`config.mk`:
```
export PLATFORM = sky130hd
export DESIGN_NAME = instr_sequencer
export DESIGN_NICKNAME = d
export VERILOG_FILES = /design/src/rtl/ae_ctrl_pkg.sv /design/src/rtl/loop_ctrl.sv /design/src/rtl/instr_sequencer.sv
export SDC_FILE = /design/constraint.sdc
export NUM_CORES = 1
export LEC_CHECK = 0
export CORE_ASPECT_RATIO = 1.4
export CORE_UTILIZATION = 30
export DETAILED_ROUTE_END_ITERATION = 6
export PLACE_DENSITY_LB_ADDON = 0.2
export SYNTH_ARGS = -nofsm -noshare
export SYNTH_HDL_FRONTEND = slang
export SYNTH_SLANG_ARGS = --single-unit
```
`constraint.sdc`:
```
create_clock -name clk -period 2.2 [get_ports clk]
set_input_delay 0.22 -clock clk [delete_from_list [all_inputs] [get_ports clk]]
set_output_delay 0.22 -clock clk [all_outputs]
set_load 0.01 [all_outputs]
```
`src/rtl/ae_ctrl_pkg.sv`:
```
// Shared control definitions for the autoencoder sequencer: opcodes, FSM states, operand fields.
package ae_ctrl_pkg;

    localparam int OPC_LSB = 12;
    localparam int OPC_W   = 4;
    localparam int TGT_LSB = 0;
    localparam int TGT_W   = 5;
    localparam int CNT_LSB = 5;
    localparam int CNT_W   = 7;

    localparam logic [OPC_W-1:0] OP_HALT = 4'hF;
    localparam logic [OPC_W-1:0] OP_JMP  = 4'hE;
    localparam logic [OPC_W-1:0] OP_LOOP = 4'hD;

    typedef enum logic [2:0] {
        S_IDLE,
        S_FETCH,
        S_DECODE,
        S_ISSUE,
        S_DONE
    } seq_state_t;

endpackage

```
`src/rtl/loop_ctrl.sv`:
```
// Single-level loop counter: decides taken/fall-through for each LOOP strobe; state updates one cycle later.
// No backpressure; clr (new program start) wins over a strobe.
module loop_ctrl
    import ae_ctrl_pkg::*;
(
    input  logic             clk,
    input  logic             rst_n,
    input  logic             clr,
    input  logic             loop_stb,
    input  logic [CNT_W-1:0] loop_n,
    output logic             taken
);

    logic             loop_active;
    logic [CNT_W-1:0] loop_cnt;

    // A LOOP seen while a loop is running only consumes the running count.
    assign taken = loop_active ? (loop_cnt != '0) : (loop_n != '0);

    always_ff @(posedge clk or negedge rst_n) begin
        if (!rst_n) begin
            loop_active <= 1'b0;
            loop_cnt    <= '0;
        end else if (clr) begin
            loop_active <= 1'b0;
            loop_cnt    <= '0;
        end else if (loop_stb) begin
            if (!loop_active) begin
                if (loop_n != '0) begin
                    loop_active <= 1'b1;
                    loop_cnt    <= loop_n - CNT_W'(1);
                end
            end else if (loop_cnt != '0) begin
                loop_cnt <= loop_cnt - CNT_W'(1);
            end else begin
                loop_active <= 1'b0;
            end
        end
    end

endmodule

```
`src/rtl/instr_sequencer.sv`:
```
// Fetch/decode sequencer: 3 cycles per datapath issue, 2 per control op; outputs come from registers only.
// A datapath word is held stable in ISSUE until instr_ready; the PC advances only on the handshake.
module instr_sequencer
    import ae_ctrl_pkg::*;
#(
    parameter int                    ADDR_WIDTH = 5,
    parameter int                    DATA_WIDTH = 16,
    parameter logic [ADDR_WIDTH-1:0] START_ADDR = '0
) (
    input  logic                  clk,
    input  logic                  rst_n,
    input  logic                  start,
    output logic [ADDR_WIDTH-1:0] fetch_addr,
    input  logic [DATA_WIDTH-1:0] instr_code,
    output logic                  instr_valid,
    output logic [DATA_WIDTH-1:0] instr_data,
    input  logic                  instr_ready,
    output logic                  busy,
    output logic                  done
);

    seq_state_t            state;
    seq_state_t            state_nxt;
    logic [ADDR_WIDTH-1:0] pc;
    logic [ADDR_WIDTH-1:0] pc_nxt;
    logic [DATA_WIDTH-1:0] data_q;
    logic [DATA_WIDTH-1:0] data_nxt;
    logic                  loop_stb;
    logic                  loop_clr;
    logic                  loop_taken;

    logic [OPC_W-1:0]      opcode;
    logic [ADDR_WIDTH-1:0] target;
    logic [CNT_W-1:0]      loop_n;
    logic [ADDR_WIDTH-1:0] pc_inc;

    assign opcode = instr_code[OPC_LSB +: OPC_W];
    assign target = ADDR_WIDTH'(instr_code[TGT_LSB +: TGT_W]);
    assign loop_n = instr_code[CNT_LSB +: CNT_W];
    assign pc_inc = pc + ADDR_WIDTH'(1);

    loop_ctrl u_loop_ctrl (
        .clk      (clk),
        .rst_n    (rst_n),
        .clr      (loop_clr),
        .loop_stb (loop_stb),
        .loop_n   (loop_n),
        .taken    (loop_taken)
    );

    always_ff @(posedge clk or negedge rst_n) begin
        if (!rst_n) begin
            state  <= S_IDLE;
            pc     <= START_ADDR;
            data_q <= '0;
        end else begin
            state  <= state_nxt;
            pc     <= pc_nxt;
            data_q <= data_nxt;
        end
    end

    always_comb begin
        state_nxt = state;
        pc_nxt    = pc;
        data_nxt  = data_q;
        loop_stb  = 1'b0;
        loop_clr  = 1'b0;
        case (state)
            S_IDLE: begin
                if (start) begin
                    state_nxt = S_FETCH;
                    pc_nxt    = START_ADDR;
                    loop_clr  = 1'b1;
                end
            end
            S_FETCH: state_nxt = S_DECODE;
            S_DECODE: begin
                case (opcode)
                    OP_HALT: state_nxt = S_DONE;
                    OP_JMP: begin
                        pc_nxt    = target;
                        state_nxt = S_FETCH;
                    end
                    OP_LOOP: begin
                        loop_stb  = 1'b1;
                        pc_nxt    = loop_taken ? target : pc_inc;
                        state_nxt = S_FETCH;
                    end
                    default: begin
                        data_nxt  = instr_code;
                        state_nxt = S_ISSUE;
                    end
                endcase
            end
            S_ISSUE: begin
                if (instr_ready) begin
                    pc_nxt    = pc_inc;
                    state_nxt = S_FETCH;
                end
            end
            S_DONE:  state_nxt = S_IDLE;
            default: state_nxt = S_IDLE;
        endcase
    end

    assign fetch_addr  = pc;
    assign instr_data  = data_q;
    assign instr_valid = (state == S_ISSUE);
    assign busy        = (state != S_IDLE);
    assign done        = (state == S_DONE);

endmodule

```
==> impl_metrics.tcl, run 1 <==
set metrics [dict create \
    dr.pass1.iters 4 \
    nNetsFinal 239 \
    p_leak_uw 0.00101 \
    root_buffer "clkbuf_8" \
    crit_path_cell_trace "or4_4 > o32ai_4 > nor2_2 > a21oi_2 > a22o_1" \
    cpPeakStageDelay_ns 0.59 \
    crit_family "compound AO/OA/AOI/OAI gates" \
    synth-edff-count 0 \
    die_area_um2 5970 \
    drcViolationCount 0 \
    crit_type "reg -> reg" \
    post_cts_resized 0 \
    synthArstFlopShare 1.00 \
    hold_viol 0 \
    ios 44 \
    die_w_um 65.6 \
    p_per_area_nw_per_um2 1250 \
    syn_avg_cell_area_um2 11.0 \
    grt_antenna_before_repair 0 \
    fp.dieH_um 91.0 \
    maxCapViolations 0 \
    ant_nets 0 \
    p_sw_frac 0.339 \
    layout-drive-gt1-share 0.206 \
    relSlewSlack 0.717 \
    finalClockSkew_ns 0.00645 \
    fmax_ghz 0.488 \
    use_met2 0.266 \
    coreArea_um2 5490 \
    syn_to_final_growth_pct 42.4 \
    ys_seq_elements 32 \
    power.total_uw 3030 \
    synthFlopType "dfrtp_1" \
    grt_use_met3 0.0327 \
    power.internal_uw 2000 \
    grt_pass1_vias 1464 \
    grt.overflow.total 0 \
    cp.arrival_ns 2.27 \
    wl_mm 4.15 \
    period_needed_ns 2.05 \
    vdd_drop_max_mv 0.489 \
    synth_cells 155 \
    synth_cell_types 44 \
    grt_busiest_layer "met2" \
    diodes 0 \
    seq_power_share 0.335 \
    yosysTopAreaCellShare 0.472 \
    cp.required_ns 2.42 \
    synth_most_common_cell "dfrtp_1" \
    fillers 533 \
    switching_power_uw 1030 \
    rsz0062_at_grt "false" \
    maxSlewViolCount 0 \
    numCtsBuffers 5 \
    start_util 0.310 \
    p_comb_frac 0.481 \
    ys_seq_area_frac 0.472 \
    syn-num-nets 177 \
    clock_sinks 32 \
    setup_viol 0 \
    fin_tns_setup_ns 0 \
    vias 1438 \
    synthTopCellsByCount "dfrtp_1, mux2_2, nand2_1" \
    ys.warnings.count 0 \
    critPathSlowestCell "or4_4" \
    hold_class "in -> async" \
    place_area_um2 2310 \
    cts_hold_buf 0 \
    routedWlPerCell_um 14.5 \
    cts_setup_buffers 0 \
    stdcell_area_um2 2420 \
    cp-start-kind "register" \
    htreeDepth 2 \
    row_count 32 \
    grtUsageMet1 0.177 \
    cts_buffer_depth 2 \
    dp_hpwl_mm 3.14 \
    clk_pin_slew_ns 0.07 \
    gp_congestion 0.803 \
    vias_per_cell 5.03 \
    first_iter_violations 55 \
    synth_area_leader_cell "dfrtp_1" \
    grt_usage 0.153 \
    portBuffers 43 \
    period_share 0.931 \
    end_kind "register" \
    yosys-top-cells-area "dfrtp_1, mux2_2, mux2i_1" \
    grt_max_degree 33 \
    synthesis.area_um2 1700 \
    grt_pass1_wl_mm 6.91 \
    crit_buf_inv 0 \
    outcome "completed" \
    clk-insertion-delay-late_ns 0.28 \
    tightest_slew_ns 0.421 \
    pwr-share-clk 0.183 \
    worstPathMaxFanout 10 \
    tritoncts "built" \
]
[logic make-up (layout without fill, tap and decap cells)]
group	Yosys count	after routing	share of synthesized area
AO/OA/AOI/OAI	40	40	0.180
buffers and inverters	9	72	0.0250
flip-flops	32	32	0.472
multiplexers	24	24	0.152
AND/OR/NAND/NOR	43	43	0.131
XOR/XNOR	5	5	0.0258
adder cells (fa/ha/maj)	2	2	0.0147
[path summary, 6_finish.rpt]
| path | start | endpoint | slack (ns) | depth (start not counted) |
|---|---|---|---|---|
| worst min register to register | instr_data[0] | instr_data[0] | 0.48 | 2 |
| worst min-delay path | rst_n | instr_data[7] | 0.34 | 2 |
| min in group clk | instr_data[0] | instr_data[0] | 0.48 | 2 |
| worst max-delay path | u_loop_ctrl.loop_cnt[3] | u_loop_ctrl.loop_cnt[6] | 0.15 | 5 |
| max in group asynchronous | rst_n | u_loop_ctrl.loop_cnt[1] | 1.54 | 2 |
| worst max register to register | u_loop_ctrl.loop_cnt[3] | u_loop_ctrl.loop_cnt[6] | 0.15 | 5 |
[sequential cells by signal, indices dropped and copies added, names as in the netlist]
register and count:
state 3, fetch_addr 5, u_loop_ctrl.loop_cnt 7, u_loop_ctrl.loop_active 1
instr_data 16
[worst register-to-register path: stages, from the launching register on]
cell     delay (ns)
dfrtp_1        0.42
or4_4          0.59
o32ai_4        0.38
nor2_2         0.17
a21oi_2        0.23
a22o_1         0.18
[per-stage QoR]
stage | utilization | hold slack [ns] | setup slack [ns] | instances
5_1_grt | 0.441 | 0.394 | 0.0451 | 286
2_1_floorplan | - | -0.0756 | 0.290 | 155
3_3_place_gp | 0.421 | 0.469 | 0.0900 | 278
4_1_cts | 0.441 | 0.364 | 0.152 | 286
6_report | 0.441 | 0.345 | 0.152 | 286
3_5_place_dp | 0.421 | 0.476 | 0.0556 | 278
[cells in the final DEF (no fill, tap or decap), drive strengths merged]
master,netlist,routed
buf,3,16
or3,1,1
a22o,5,5
a21boi,1,1
a21o,1,1
inv,5,5
nand2,14,14
o21ai,10,10
nor2,9,9
a31o,1,1
nand2b,2,2
clkbuf,1,6
o22ai,2,2
clkdlybuf4s50,0,43
nand4,1,1
clkinv,0,1
a31oi,2,2
mux2i,10,10
a311oi,1,1
or3b,1,1
a21oi,6,6
o32ai,1,1
xnor2,3,3
dfrtp,32,32
ha,2,2
a211oi,1,1
bufinv,0,1
and4b,1,1
a211o,1,1
or4,3,3
nand3,2,2
o2bb2ai,3,3
mux2,14,14
nor3,4,4
nor2b,2,2
nor3b,2,2
xor2,2,2
and2,1,1
o31ai,5,5
[area by class of cell]
| cell class | count | area (um^2) | share of cell area |
|---|---|---|---|
| well taps | 68 | 85.1 | 0.0352 |
| inverters | 5 | 18.8 | 0.00776 |
| flip-flops and latches | 32 | 801 | 0.331 |
| multi-input cells | 114 | 855 | 0.354 |
| clock inverters | 2 | 35.0 | 0.0145 |
| repair buffers | 59 | 551 | 0.228 |
| clock buffers | 6 | 72.6 | 0.0300 |
[power by group through the flow]
stage               clock network [uW]  registers (uW)  logic [uW]
floorplan                            0            1060         746
global placement                     0            1020        1470
detailed placement                   0            1030        1480
CTS                                572            1020        1480
global route                       597            1050        1590
finish                             555            1020        1460
[per-layer routing]
metal  wire [um]  up-vias  share of wire
li1            -      692              -
met1        1690      709           0.41
met5           0        -              0
met3         189        5          0.046
met4          69        0          0.017
met2        2190       32           0.53
Power figures use the tool's default switching activity.
==> run 2: changes to the inputs <==
Settings changed: SKIP_CTS_REPAIR_TIMING set to 1.
==> results of run 2 <==
The final DEF is identical to that of run 1; final timing and power are the same.
==> RTL change 1 (settings of run 1) <==
`ADDR_WIDTH`: 5 -> 4.
--- a/src/rtl/instr_sequencer.sv
+++ b/src/rtl/instr_sequencer.sv
@@ -3,7 +3,7 @@
 module instr_sequencer
     import ae_ctrl_pkg::*;
 #(
-    parameter int                    ADDR_WIDTH = 5,
+    parameter int                    ADDR_WIDTH = 4,
     parameter int                    DATA_WIDTH = 16,
     parameter logic [ADDR_WIDTH-1:0] START_ADDR = '0
 ) (
Interface: changed (resized fetch_addr); port bits go from 44 to 43. The function was not compared with the original's and may differ.
==> RTL change 1 against run 1 <==
- sequential share of layout area up 0.66 points
- critical endpoint is now instr_valid
- wire length down 8.3%
- sequential cell count down 1
- core utilization down 0.22 points
- largest power group unchanged
- power down 3.2%
- area after synthesis down 3.1%
- design area down 5.0%
- worst setup slack better by 0.10 ns
- global-route usage down 0.91 points
==> RTL change 1: results (changes against run 1) <==
setup_path:
  cp_top_family: "buffers and inverters"
  timing.rr.start: "u_loop_ctrl.loop_active"
  cpPeakStageDelay_ns: 0.54  # -0.05 ns
route:
  wl_met3_um: 164  # -13%
  post_drt_via_cell_ratio: 4.87  # -3.2%
  drt_wl_total_mm: 3.80  # -8.3%
  wl_per_cell_um: 13.5  # -7.0%
  wl_met1_mm: 1.63  # -4.0%
  drt_iter0_markers: 47  # -15%
outcome:
  outcome: "complete, no violations"
global_route:
  met1_usage: 0.165  # -0.0112
  grt_usage: 0.144  # -0.00912
  grt_pass1_vias: 1373  # -6.2%
timing:
  hold_ws_ns: 0.342  # -0.00220 ns
  tightest_slew_ns: 0.408  # -0.0136 ns
cells_and_area:
  inverters_excl_clock: 7  # +2
  seq_cells: 31  # -3.1%
  buffer_area_frac: 0.222  # -0.00540
  seq_share: 0.338  # +0.00661
  nNonClkBuffers: 54  # -8.5%
logic_synthesis:
  syn-num-nets: 182  # +2.8%
  synthTopCellsByArea: "dfrtp_1 47%, mux2_2 8.9%, mux2i_1 5.5%"
  synth_cell_type_count: 36  # -18%
  yosysSeqAreaShare: 0.471  # about the same
pwr:
  sw_frac_of_total: 0.354  # +0.0150
  ir_drop_mv: 0.464  # -5.1%
placed_design:
  post-place-ws_ns: 0.140  # +0.0846 ns
## RTL change 1: cell count changes in the layout (fill, tap and decap cells not counted), moves of 2 or more
cell,change
nand3_1,+5
o21ai_0,+2
or4_1,-2
o2bb2ai_1,-3
inv_1,+2
a21oi_1,+5
nor2_1,+5
a22o_1,-2
nor3_1,+3
a31oi_1,-2
buf_4,-4
nor3b_1,-2
o31ai_1,-3
## RTL change 1: worst max path at each step
stage | startpoint | cells after the start | slack [ns] | end
finish | state[2] | 4 | 0.25 | instr_valid
detailed placement | instr_code[6] | 7 | 0.14 | fetch_addr[3]
floorplan | u_loop_ctrl.loop_active | 7 | 0.53 | fetch_addr[3]
global route | u_loop_ctrl.loop_active | 6 | 0.12 | fetch_addr[3]
global placement | instr_code[6] | 7 | 0.18 | fetch_addr[3]
CTS | state[2] | 4 | 0.24 | instr_valid
## RTL change 1: per-stage QoR
step | utilization | cell area (µm²)
3_3_place_gp | 0.422 | 2210
2_1_floorplan | - | 1650
3_5_place_dp | 0.422 | 2210
4_1_cts | 0.438 | 2300
5_1_grt | 0.438 | 2300
6_report | 0.438 | 2300
## RTL change 1: power by group through the flow
stage / Combinational (W) / Clock [W] / Sequential [W]
2_1_floorplan: 0.000778 / 0 / 0.00107
6_report: 0.00147 / 0.000447 / 0.00101
3_5_place_dp: 0.00148 / 0 / 0.00103
5_1_grt: 0.00161 / 0.000491 / 0.00105
4_1_cts: 0.00149 / 0.000469 / 0.00102
3_3_place_gp: 0.00147 / 0 / 0.00103
## RTL change 1: cell families after synthesis
kind of cell | count (synthesis) | share of synthesized area
simple gates | 55 | 0.172
compound gates | 31 | 0.126
flops | 31 | 0.471
mux | 22 | 0.144
buf+inv | 12 | 0.0342
xor+xnor | 7 | 0.0373
fa+ha+maj | 2 | 0.0152
==> RTL change 2 (settings of run 1) <==
Made on the original files. `data_q` no longer has a reset.
--- a/src/rtl/instr_sequencer.sv
+++ b/src/rtl/instr_sequencer.sv
@@ -52,12 +52,14 @@
         if (!rst_n) begin
             state  <= S_IDLE;
             pc     <= START_ADDR;
-            data_q <= '0;
         end else begin
             state  <= state_nxt;
             pc     <= pc_nxt;
-            data_q <= data_nxt;
         end
+    end
+
+    always_ff @(posedge clk) begin
+        data_q <= data_nxt;
     end
 
     always_comb begin
Formal check against the unedited RTL: differs if rst_n is asserted again (counterexample within 4 cycles, from zero or initial values and one cycle with rst_n low); with rst_n held inactive, the same outputs for 10 cycles.
==> RTL change 2 against run 1 <==
- sequential share of layout area increased by 4.0 points
- power decreased by 22%
- sequential cell count unchanged
- global-route usage increased by 0.53 points
- die area increased by 0.15%
- maximum frequency decreased by 1.0%
- worst setup slack got worse by 0.022 ns
- synthesized cell count unchanged
- wire length increased by 0.58%
- design area decreased by 1.9%
- worst hold slack improved by 0.046 ns
- area after synthesis increased by 0.15%
- non-clock buffer count decreased by 5
- largest power group unchanged
==> RTL change 2: results (changes against run 1) <==
outcome:
  outcome: "complete, no violations"
setup_path:
  r2r_cells: 7  # +2
  cp_slowest_cell: "dfrtp_1"
  cp-startpoint: "u_loop_ctrl.loop_active"
  rrSetupSlack_ns: 0.13  # -0.02 ns
  r2r_end: "u_loop_ctrl.loop_cnt[6]"
  crit_arrival_ns: 2.24  # -0.03 ns
  path_max_fanout: 7  # -3
  cp_top_family: "flip-flops"
  cpPeakStageDelay_ns: 0.53  # -0.06 ns
route:
  drt_first_pass_iters: 4  # unchanged
  drt_wl_total_mm: 4.17  # +0.58%
  drt_iter0_markers: 54  # -1.8%
  wl_per_cell_um: 14.8  # +2.4%
  vias: 1429  # -0.63%
cells_and_area:
  n_antenna_cell: 0  # unchanged
  layout-drive-gt1-share: 0.117  # -0.0891
  fillers: 539  # +1.1%
  nNetsFinal: 234  # -2.1%
  largest_reg_flops: 16  # unchanged
pwr:
  power.switching_w: 0.000840  # -18%
  ir_drop_mv: 0.414  # -15%
  p_leak_nw: 0.887  # -12%
global_route:
  grt_pass1_vias: 1456  # -0.55%
  grt_pass1_wl_mm: 7.18  # +3.9%
  grt_usage: 0.158  # +0.00534
  grt_max_degree: 17  # -48%
clock_network:
  post_cts_buffers: 0  # unchanged
  path_clk_slew_ns: 0.06
  root_buffer: "clkbuf_8"
  clock_latency_ns: 0.28  # about the same
  cts_buffer_depth: 2  # unchanged
logic_synthesis:
  synthTopCellsByCount: "16 x dfrtp_1, 16 x edfxtp_1, 12 x nor2_1"
  synthTopCellsByArea: "edfxtp_1 28%, dfrtp_1 24%, mux2i_1 3.5%"
  yosysWarnings: 0  # unchanged
  async_flop_share: 0.500  # -0.500
  ys.flop_type: "edfxtp_1"
  yosysSeqAreaShare: 0.518  # +0.0464
  synth_edf_count: 16  # +16
  synth_cell_type_count: 49  # +11%
timing:
  hold_ws_ns: 0.390  # +0.0456 ns
  skew_ns: 0.00520  # -0.00125 ns
  tightest_slew_ns: 0.777  # +0.356 ns
placed_design:
  hpwlAfterDp_mm: 3.25  # +3.6%
  place.gp.congestion: 0.837  # +4.2%
  place_inst: 273  # -1.8%
  port_buffers: 43  # unchanged
RTL change 2: cells by family (layout without fill, tap and decap cells):
| kind of cell | count (synthesis) | count (layout) | share of synthesized area |
|---|---|---|---|
| multiplexers | 6 | 6 | 0.0353 |
| AO/OA/AOI/OAI | 38 | 38 | 0.154 |
| flip-flops | 32 | 32 | 0.518 |
| XOR/XNOR | 6 | 6 | 0.0309 |
| adder cells (fa/ha/maj) | 2 | 2 | 0.0147 |
| AND/OR/NAND/NOR | 63 | 63 | 0.226 |
| buffers and inverters | 8 | 66 | 0.0213 |
RTL change 2: power by group through the flow:
stage	registers (W)	logic [W]	clock network [W]
finish	0.000935	0.00101	0.000428
global route	0.000959	0.00111	0.000469
floorplan	0.000952	0.000546	0
CTS	0.000936	0.00102	0.000438
global placement	0.000943	0.00101	0
detailed placement	0.000947	0.00102	0
RTL change 2: layout make-up:
class                   count  area share
clock buffers               7      0.0322
clock inverters             1     0.00211
inverters                   4     0.00633
multi-input cells         115       0.330
flip-flops and latches     32       0.372
well taps                  68      0.0359
repair buffers             54       0.222
RTL change 2: metrics by stage:
stage	worst slack (ns)	util	area, µm²
final	0.130	0.432	2370
after global routing	0.0129	0.432	2370
after CTS	0.137	0.432	2370
after detailed placement	0.0468	0.417	2290
after global placement	0.0949	0.417	2290
after floorplan	0.221	-	1700
RTL change 2: worst max path at each step:
stage                     depth (start not counted)  slack [ns]                      end
after global placement                            6        0.09            fetch_addr[2]
after detailed placement                          6        0.05            fetch_addr[3]
after global routing                              5        0.01            fetch_addr[2]
final                                             7        0.13  u_loop_ctrl.loop_cnt[6]
after CTS                                         7        0.14  u_loop_ctrl.loop_cnt[6]
after floorplan                                   4        0.22            instr_data[0]
RTL change 2: routing by layer:
layer / track usage / wire length, µm / vias up
met1: 0.173 / 1650 / 677
met5: 0 / 0 / -
li1: - / - / 704
met4: 0.0725 / 95 / 0
met3: 0.0389 / 188 / 8
met2: 0.278 / 2240 / 40
